### config.mk
export PLATFORM = sky130hd
export DESIGN_NAME = inst_mem
export DESIGN_NICKNAME = d
export VERILOG_FILES = /design/src/rtl/inst_mem.sv
export SDC_FILE = /design/constraint.sdc
export NUM_CORES = 1
export LEC_CHECK = 0
export ABC_AREA = 1
export CORE_ASPECT_RATIO = 0.6
export CORE_MARGIN = 1
export CORE_UTILIZATION = 19
export CTS_CLUSTER_DIAMETER = 40
export CTS_CLUSTER_SIZE = 12
export DETAILED_ROUTE_END_ITERATION = 6
export GPL_ROUTABILITY_DRIVEN = 0
export HOLD_SLACK_MARGIN = 0.06
export PLACE_DENSITY = 0.8
export SLEW_MARGIN = 20
export SYNTH_ARGS = -nofsm -noshare
export SYNTH_HDL_FRONTEND = slang
export SYNTH_SLANG_ARGS = --single-unit
### constraint.sdc
create_clock -name clk -period 0.8 [get_ports clk]
set_input_delay 0.16 -clock clk [delete_from_list [all_inputs] [get_ports clk]]
set_output_delay 0.16 -clock clk [all_outputs]
set_load 0.05 [all_outputs]
### src/rtl/inst_mem.sv
// Instruction memory: synchronous-read word store with a fetch handshake and a byte-serial boot-load port.
// Latency: a fetch accepted in cycle N returns data and error in N+1, with one fetch per cycle sustained.
// Backpressure: fetch_ready drops while a load is in progress, and fetches offered during a load are dropped.
//
// Ports:
//   clk, reset_n                      clock and asynchronous active-low reset
//   fetch_req/fetch_addr/fetch_ready  fetch request; byte address, low log2(BPW) bits ignored
//   fetch_valid/fetch_data/fetch_err  one-cycle result pulse; data and error hold until the next fetch
//   load_start/load_abort             begin a reload at word 0 / abandon the load in progress
//   load_valid/load_byte              program byte stream, big-endian within each word
//   load_busy/load_done               load in progress / one-cycle pulse after the last word is written
//
// Optional feature: define IMEM_LOAD_EN to compile in the load port, the RUN/LOAD FSM and the writable
// store. Without it the load inputs are ignored and the contents stay at their power-up value (zero).
// Memory contents are never cleared by reset, so a loaded program survives a core reset.

module inst_mem #(
  parameter int DEPTH  = 32,
  parameter int DATA_W = 32,
  parameter int ADDR_W = 31
) (
  input  logic              clk,
  input  logic              reset_n,
  input  logic              fetch_req,
  input  logic [ADDR_W-1:0] fetch_addr,
  output logic              fetch_ready,
  output logic              fetch_valid,
  output logic [DATA_W-1:0] fetch_data,
  output logic              fetch_err,
  input  logic              load_start,
  input  logic              load_abort,
  input  logic              load_valid,
  input  logic [7:0]        load_byte,
  output logic              load_busy,
  output logic              load_done
);

  localparam int BPW  = DATA_W / 8;
  localparam int OFF  = (BPW > 1) ? $clog2(BPW) : 0;
  localparam int WP_W = $clog2(DEPTH);
  localparam int BC_W = (BPW > 1) ? $clog2(BPW) : 1;
  // One bit wider than the address so that DEPTH*BPW == 2**ADDR_W still compares correctly.
  localparam logic [ADDR_W:0] LIMIT = (ADDR_W + 1)'(DEPTH * BPW);

  logic              fetch_acc;
  logic              in_range;
  logic [WP_W-1:0]   word_idx;
  logic [DATA_W-1:0] rd_word;

  assign fetch_acc = fetch_req && fetch_ready;
  assign in_range  = {1'b0, fetch_addr} < LIMIT;
  assign word_idx  = WP_W'(fetch_addr >> OFF);

`ifdef IMEM_LOAD_EN
  typedef enum logic {RUN, LOAD} state_t;

  state_t            state_q, state_d;
  logic [WP_W-1:0]   wp_q, wp_d;
  logic [BC_W-1:0]   bc_q, bc_d;
  logic [DATA_W-1:0] asm_q, asm_d;
  logic              done_q, done_d;
  logic              mem_we;
  logic [DATA_W-1:0] word_next;
  logic [DATA_W-1:0] mem [DEPTH];

  // Shift the new byte in at the bottom so the first byte of a word ends up in the top lane.
  assign word_next = DATA_W'({asm_q, load_byte});

  always_ff @(posedge clk or negedge reset_n) begin
    if (!reset_n) begin
      state_q <= RUN;
      wp_q    <= '0;
      bc_q    <= '0;
      asm_q   <= '0;
      done_q  <= 1'b0;
    end else begin
      state_q <= state_d;
      wp_q    <= wp_d;
      bc_q    <= bc_d;
      asm_q   <= asm_d;
      done_q  <= done_d;
    end
  end

  always_comb begin
    state_d     = state_q;
    wp_d        = wp_q;
    bc_d        = bc_q;
    asm_d       = asm_q;
    done_d      = 1'b0;
    mem_we      = 1'b0;
    fetch_ready = 1'b0;
    load_busy   = 1'b0;
    case (state_q)
      RUN: begin
        fetch_ready = 1'b1;
        if (load_start) begin
          state_d = LOAD;
          wp_d    = '0;
          bc_d    = '0;
          asm_d   = '0;
        end
      end
      LOAD: begin
        load_busy = 1'b1;
        // Abort wins over a byte that would complete a word in the same cycle.
        if (load_abort) begin
          state_d = RUN;
          bc_d    = '0;
        end else if (load_valid) begin
          asm_d = word_next;
          if (bc_q == BC_W'(BPW - 1)) begin
            mem_we = 1'b1;
            bc_d   = '0;
            if (wp_q == WP_W'(DEPTH - 1)) begin
              wp_d    = '0;
              state_d = RUN;
              done_d  = 1'b1;
            end else begin
              wp_d = wp_q + 1'b1;
            end
          end else begin
            bc_d = bc_q + 1'b1;
          end
        end
      end
      default: state_d = RUN;
    endcase
  end

  // Storage has no reset so a loaded program survives a core reset.
  always_ff @(posedge clk) begin
    if (mem_we) mem[wp_q] <= word_next;
  end

  assign rd_word   = mem[word_idx];
  assign load_done = done_q;
`else
  logic unused_load;

  assign unused_load = ^{load_start, load_abort, load_valid, load_byte, word_idx};
  assign rd_word     = '0;
  assign fetch_ready = 1'b1;
  assign load_busy   = 1'b0;
  assign load_done   = 1'b0;
`endif

  always_ff @(posedge clk or negedge reset_n) begin
    if (!reset_n) begin
      fetch_valid <= 1'b0;
      fetch_data  <= '0;
      fetch_err   <= 1'b0;
    end else begin
      fetch_valid <= fetch_acc;
      if (fetch_acc) begin
        fetch_data <= in_range ? rd_word : '0;
        fetch_err  <= !in_range;
      end
    end
  end

endmodule
Word-level counts from Yosys, hierarchy flattened
Index checks and enable logic that the tools add are counted.
- register bits after elaboration: 2
- input port bits: 45
- output and inout port bits: 37
- word-level logic and storage cells: 4
- magnitude comparators: 1
- reduce and logical (&&, ||, !) cells: 1
- operators by type and width (kind ; count):
    31-bit by 8-bit < comparator with 1-bit output, second input constant ; 1
    1-bit logical NOT ; 1

Longest topological paths before layout
Gate-level depths: netlist (run 1).
- depth after elaboration: 2
- mapped depth: 6
- mapped depth without buffers: 6

Least setup slack after synthesis (run 1)
No wires, ideal clock.
- kind: reg2reg
- start: reg fetch_err (netlist name)
- end: reg fetch_err
- setup time: 0.072 ns
- arrival: 0.792 ns
- data required time: 0.728 ns
- path slack: -0.064 ns
- cell stages (with the launch flop): 3
- path buffers: 0
- period minus slack after synthesis: 0.864 ns
- cell sequence: dfrtp_1 > nor2_1 > nor2_1
- RTL lines (what ; line ; RTL):
    to (signal assigned) ; 157 ; fetch_err <= !in_range;
    to (decl) ; 29 ; output logic fetch_err,

Worst setup path in the final report (run 1)
- start: reg fetch_err
- end: out fetch_err
No word-level cell between the ends.

==> results.ini, run 1 <==
[final_layout]
area_growth_syn_to_layout_pct = 69.0
fillers = 225
finalNetCount = 141
diodes = 0
final_cells = 123
layout-drive-gt1-share_pct = 8.42

[cts]
root_buffer = clkbuf_8
cts_hold_buffers = 0
numCtsBuffers = 3
clk_pin_slew_ns = 0.03
cts_max_path_buffers = 2
cts_sinks = 2
worstSkewPairLatency_ns = 0.21
cts_max_level = 1
cts_tree = yes

[timing]
hold_viol = 0
fmax_ghz = 1.06
rsz0062_at_grt = yes
fin_crit_ns = 0.940
timing.hold.ws_ns = 0.107
fin_ws_ns = -0.140
skew_ns = 0
final_max_slew_viol_count = 0
final.setup.tns_ns = -0.301
setup_viol = 3
period_share_pct = 117

[worst_setup_path]
slowest_stage = dfrtp_2
critPathTopFamily = flip-flops
critPathRequiredTime_ns = 0.64
critPathLaunch = fetch_err$_DFFE_PN0P_
critPathLaunchType = flip-flop
arrival_ns = 0.78
crit_path_end_kind = primary output
path_class = flip-flop to primary output
timing.rr.start = fetch_err$_DFFE_PN0P_
worst-path-max-fanout = 2
path_buf_inv = 1
crit_chain = buf_12
crit_path_max_incr_delay_ns = 0.41

[floorplanning]
start_util_pct = 21.4
die_h_um = 38.4
core-area_um2 = 1970
io_pins = 82
rows = 12
die_area_um2 = 2410
die_x_um = 62.7

[synthesis]
synth_area_um2 = 420
synth-main-ff-cell = dfrtp_1
ys_seq_area_share_pct = 11.9
synth_edf_count = 0
syn_avg_cell_area_um2 = 6.57
synth_area_leader_cell = buf_4
syn_inst = 64
synth.most_common_cell = buf_4
yosysWarnings = 0
synth.ff_latch_count = 2
synth_top_area_share_pct = 62.5
async_flop_share_pct = 100
synth_common_cells = buf_4, nor2_1, nand2_1, conb_1, dfrtp_1
synth_area_leaders = buf_4, nor2_1, dfrtp_1, nand2_1, conb_1
ys_types = 7

[drt]
drtIter0Drc = 8
drc = 0
wirelength_um = 892
antenna_left = 0
drtPass1Iterations = 2
detail_route.vias_per_cell = 2.87
via_count = 353
wl_per_cell_um = 7.25

[global_routing]
grt_antenna_before_repair = 0
gr-total-overflow = 0
grt_pass1_vias = 255
grt_use_total_pct = 6.61
grt_start_max_net_pins = 3
grt_pass1_wl_mm = 1.07

[outcome]
violations = negative setup slack
status = finished with violations

[power]
power_leakage_nw = 0.479
ir_drop_uv = 579
totalPowerFinal_mw = 1.04
p_per_area_nw_per_um2 = 1470

[placed_design]
hpwl_um = 731
io_buffers = 28
dpl.cell_count = 119

[flow_run]
maxCapViolations = 0

[min_path]
hp-class = input port to async pin

registers in the layout, summed over array words and instances (netlist names):
| register | count |
|---|---|
| fetch_err | 1 |
| fetch_valid | 1 |
layer usage:
layer	global-route usage (%)	vias to the layer above	share of wire [%]
met5	0	-	0
met2	11.7	12	63
met4	8.72	0	2.7
met3	2.98	4	5.8
met1	5.34	155	29
li1	-	182	-
cell families after synthesis:
group         Yosys count  synth area share (%)
flops                   2                  11.9
buf+inv                35                  62.5
other cells             2                  1.79
simple gates           25                  23.8
power breakdown:
group / switching [mW] / internal (mW)
Combinational: 0.399 / 0.108
Clock: 0.0912 / 0.339
Sequential: 0.00244 / 0.105
cell usage in the layout (no fill, tap or decap), drive strengths merged:
master and count:
buf 3, clkbuf 4, clkdlybuf4s50 3, conb 35, dfrtp 2, dlygate4sd2 6
dlymetal6s2s 17, nand2 7, nor2 16, nor3b 1, or2 1
per-stage QoR:
stage	utilization, %	instance area (um^2)	worst slack (ns)
2_1_floorplan	-	546	0.0180
3_3_place_gp	31.8	626	-0.421
3_5_place_dp	31.8	626	-0.420
4_1_cts	34.0	668	-0.144
5_1_grt	36.1	711	-0.158
6_report	36.1	711	-0.140
final cells by class:
type	instances	area, um^2	area share, %
repair buffers	29	343	48.2
multi-input cells	60	236	33.3
flip-flops and latches	2	51.3	7.22
clock buffers	4	45.0	6.34
well taps	28	35.0	4.93
timing repair:
| item | in CTS | in global routing |
|---|---|---|
| pin swaps | 10 | 16 |
| buffers inserted | 0 | 0 |
| resized for setup | 7 | 17 |
| setup endpoints to repair | 3 | 3 |
final timing paths:
path,endpoint,slack [ns],cells after the start
max,fetch_err,-0.14,1
min,fetch_err$_DFFE_PN0P_,0.11,1
max reg2reg,fetch_err$_DFFE_PN0P_,0.12,2
min reg2reg,fetch_err$_DFFE_PN0P_,0.56,2
max in group asynchronous,fetch_err$_DFFE_PN0P_,0.56,1
min in group clk,fetch_valid$_DFF_PN0_,0.19,2
(Power assumes the default switching activity.)
==> run 2: changes to the inputs <==
CORE_UTILIZATION = 17   (was 19)
PLACE_DENSITY = 0.76   (was 0.8)
clock period = 0.83 ns   (was 0.8 ns; I/O delays follow)
==> run 2 against run 1 <==
Net effect:
- the run still ends with negative setup slack left
- via count decreased by 0.85%
- global-route usage is 1.4 points lower
- first-iteration DRC count rose to 3.8 times the previous value
- combinational power is 3% lower
- clock skew stayed put
- worst setup slack better by 0.031 ns
- clock power decreased by 5.8%
- sequential power fell by 4%
- register-to-register slack better by 0.04 ns
==> results.ini, run 2 (same netlist as run 1, synthesis figures left out) <==
[drt]
wirelength_um = 875
antenna_left = 0
drtIter0Drc = 30
drtPass1Iterations = 4
wl_per_cell_um = 7.00
detail_route.vias_per_cell = 2.80
via_count = 350
drc = 0

[final_layout]
finalNetCount = 141
layout-drive-gt1-share_pct = 8.42
final_common_cell = conb_1
seqCellArea_um2 = 51.3
final_cells = 125
multi_input_area_um2 = 236
diodes = 0
biggestRegsByFlops = fetch_err (1), fetch_valid (1)
design_area_um2 = 709
fillers = 251
layout_common_cells = conb_1, nor2_1, dlymetal6s2s_1
area_growth_syn_to_layout_pct = 68.7

[outcome]
status = finished with violations
violations = negative setup slack

[worst_setup_path]
worst-path-max-fanout = 2
crit_path_max_incr_delay_ns = 0.41
critPathLaunch = fetch_err$_DFFE_PN0P_
path_buf_inv = 1
timing.rr.start = fetch_err$_DFFE_PN0P_
crit_path_end_kind = primary output
crit_chain = buf_12
critPathLaunchType = flip-flop
critPathRequiredTime_ns = 0.66
path_class = flip-flop to primary output
critPathTopFamily = flip-flops
arrival_ns = 0.77
slowest_stage = dfrtp_2

[global_routing]
grt_antenna_before_repair = 0
grt_start_max_net_pins = 3
grt_use_total_pct = 5.19
gr-total-overflow = 0
grt_pass1_vias = 263
grt_pass1_wl_mm = 1.01

[cts]
clk_pin_slew_ns = 0.03
cts_tree = yes
cts_max_path_buffers = 2
cts_hold_buffers = 0
cts_sinks = 2
worstSkewPairLatency_ns = 0.21
root_buffer = clkbuf_8
numCtsBuffers = 3
cts_max_level = 1
cts_setup_buffers = 0

[timing]
hold_viol = 0
rsz0062_at_grt = yes
fin_crit_ns = 0.939
skew_ns = 0
period_share_pct = 113
final_max_slew_viol_count = 0
fin_ws_ns = -0.109
final.setup.tns_ns = -0.284
setup_viol = 3
fmax_ghz = 1.07

[power]
p_int_mw = 0.534
pwr-share-comb_pct = 49.2
p_sw_share_pct = 46.6
net-switching-power_mw = 0.467
totalPowerFinal_mw = 1.00
p_per_area_nw_per_um2 = 1410
ir_drop_uv = 297
power_frac_seq_pct = 10.3
pwr-share-clk_pct = 40.5
power_leakage_nw = 0.460

[placed_design]
dpl.cell_count = 121
io_buffers = 28
hpwl_um = 730
place_ws_ns = -0.366
place_area_um2 = 628

[floorplanning]
rows = 13
core-area_um2 = 2240
die_area_um2 = 2680
start_util_pct = 18.7
die_h_um = 40.5
io_pins = 82
die_x_um = 66.2

[min_path]
hp-class = input port to async pin

[flow_run]
maxCapViolations = 0

-- run 2: changes by cell type in the layout (fill, tap and decap cells not counted), sizes merged --
cell	before	now
clkdlybuf4s50	3	6
dlygate4sd2	6	5
dlymetal6s2s	17	15
-- run 2: worst paths after layout --
check | slack, ns | end | cells after the start
setup / recovery | -0.11 | fetch_err | 1
hold / removal | 0.12 | fetch_err$_DFFE_PN0P_ | 1
setup reg to reg | 0.16 | fetch_err$_DFFE_PN0P_ | 2
hold reg to reg | 0.55 | fetch_err$_DFFE_PN0P_ | 2
max in group asynchronous | 0.57 | fetch_err$_DFFE_PN0P_ | 1
min in group clk | 0.35 | fetch_err$_DFFE_PN0P_ | 7
-- run 2: what timing repair did --
item,4_1_cts,5_1_grt
pin swaps,10,18
resized for setup,5,16
setup endpoints to repair,3,3
-- run 2: metrics by stage --
step	utilization, %	hold WS [ns]
floorplan	-	-0.130
global placement	28.0	0.344
detailed placement	28.0	0.342
CTS	29.7	0.120
global route	31.6	0.120
finish	31.6	0.123
-- run 2: routing by layer --
| layer | vias up | GRT usage [%] | share of wire [%] |
|---|---|---|---|
| li1 | 182 | - | - |
| met1 | 158 | 5.18 | 33 |
| met2 | 10 | 9.95 | 64 |
| met3 | 0 | 0.852 | 3.2 |
| met4 | 0 | 4.79 | 0 |
| met5 | - | 0 | 0 |
-- run 2: area by class of cell --
cell class	count	share of cell area, %
clock buffers	4	6.35
flip-flops and latches	2	7.23
repair buffers	29	47.8
multi-input cells	60	33.3
well taps	30	5.29
-- run 2: power groups by stage --
stage / Combinational, mW / Sequential (mW) / Clock, mW
floorplan: 0.489 / 0.111 / 0
global placement: 0.504 / 0.104 / 0
detailed placement: 0.507 / 0.104 / 0
CTS: 0.499 / 0.103 / 0.420
global route: 0.518 / 0.103 / 0.433
finish: 0.493 / 0.103 / 0.405
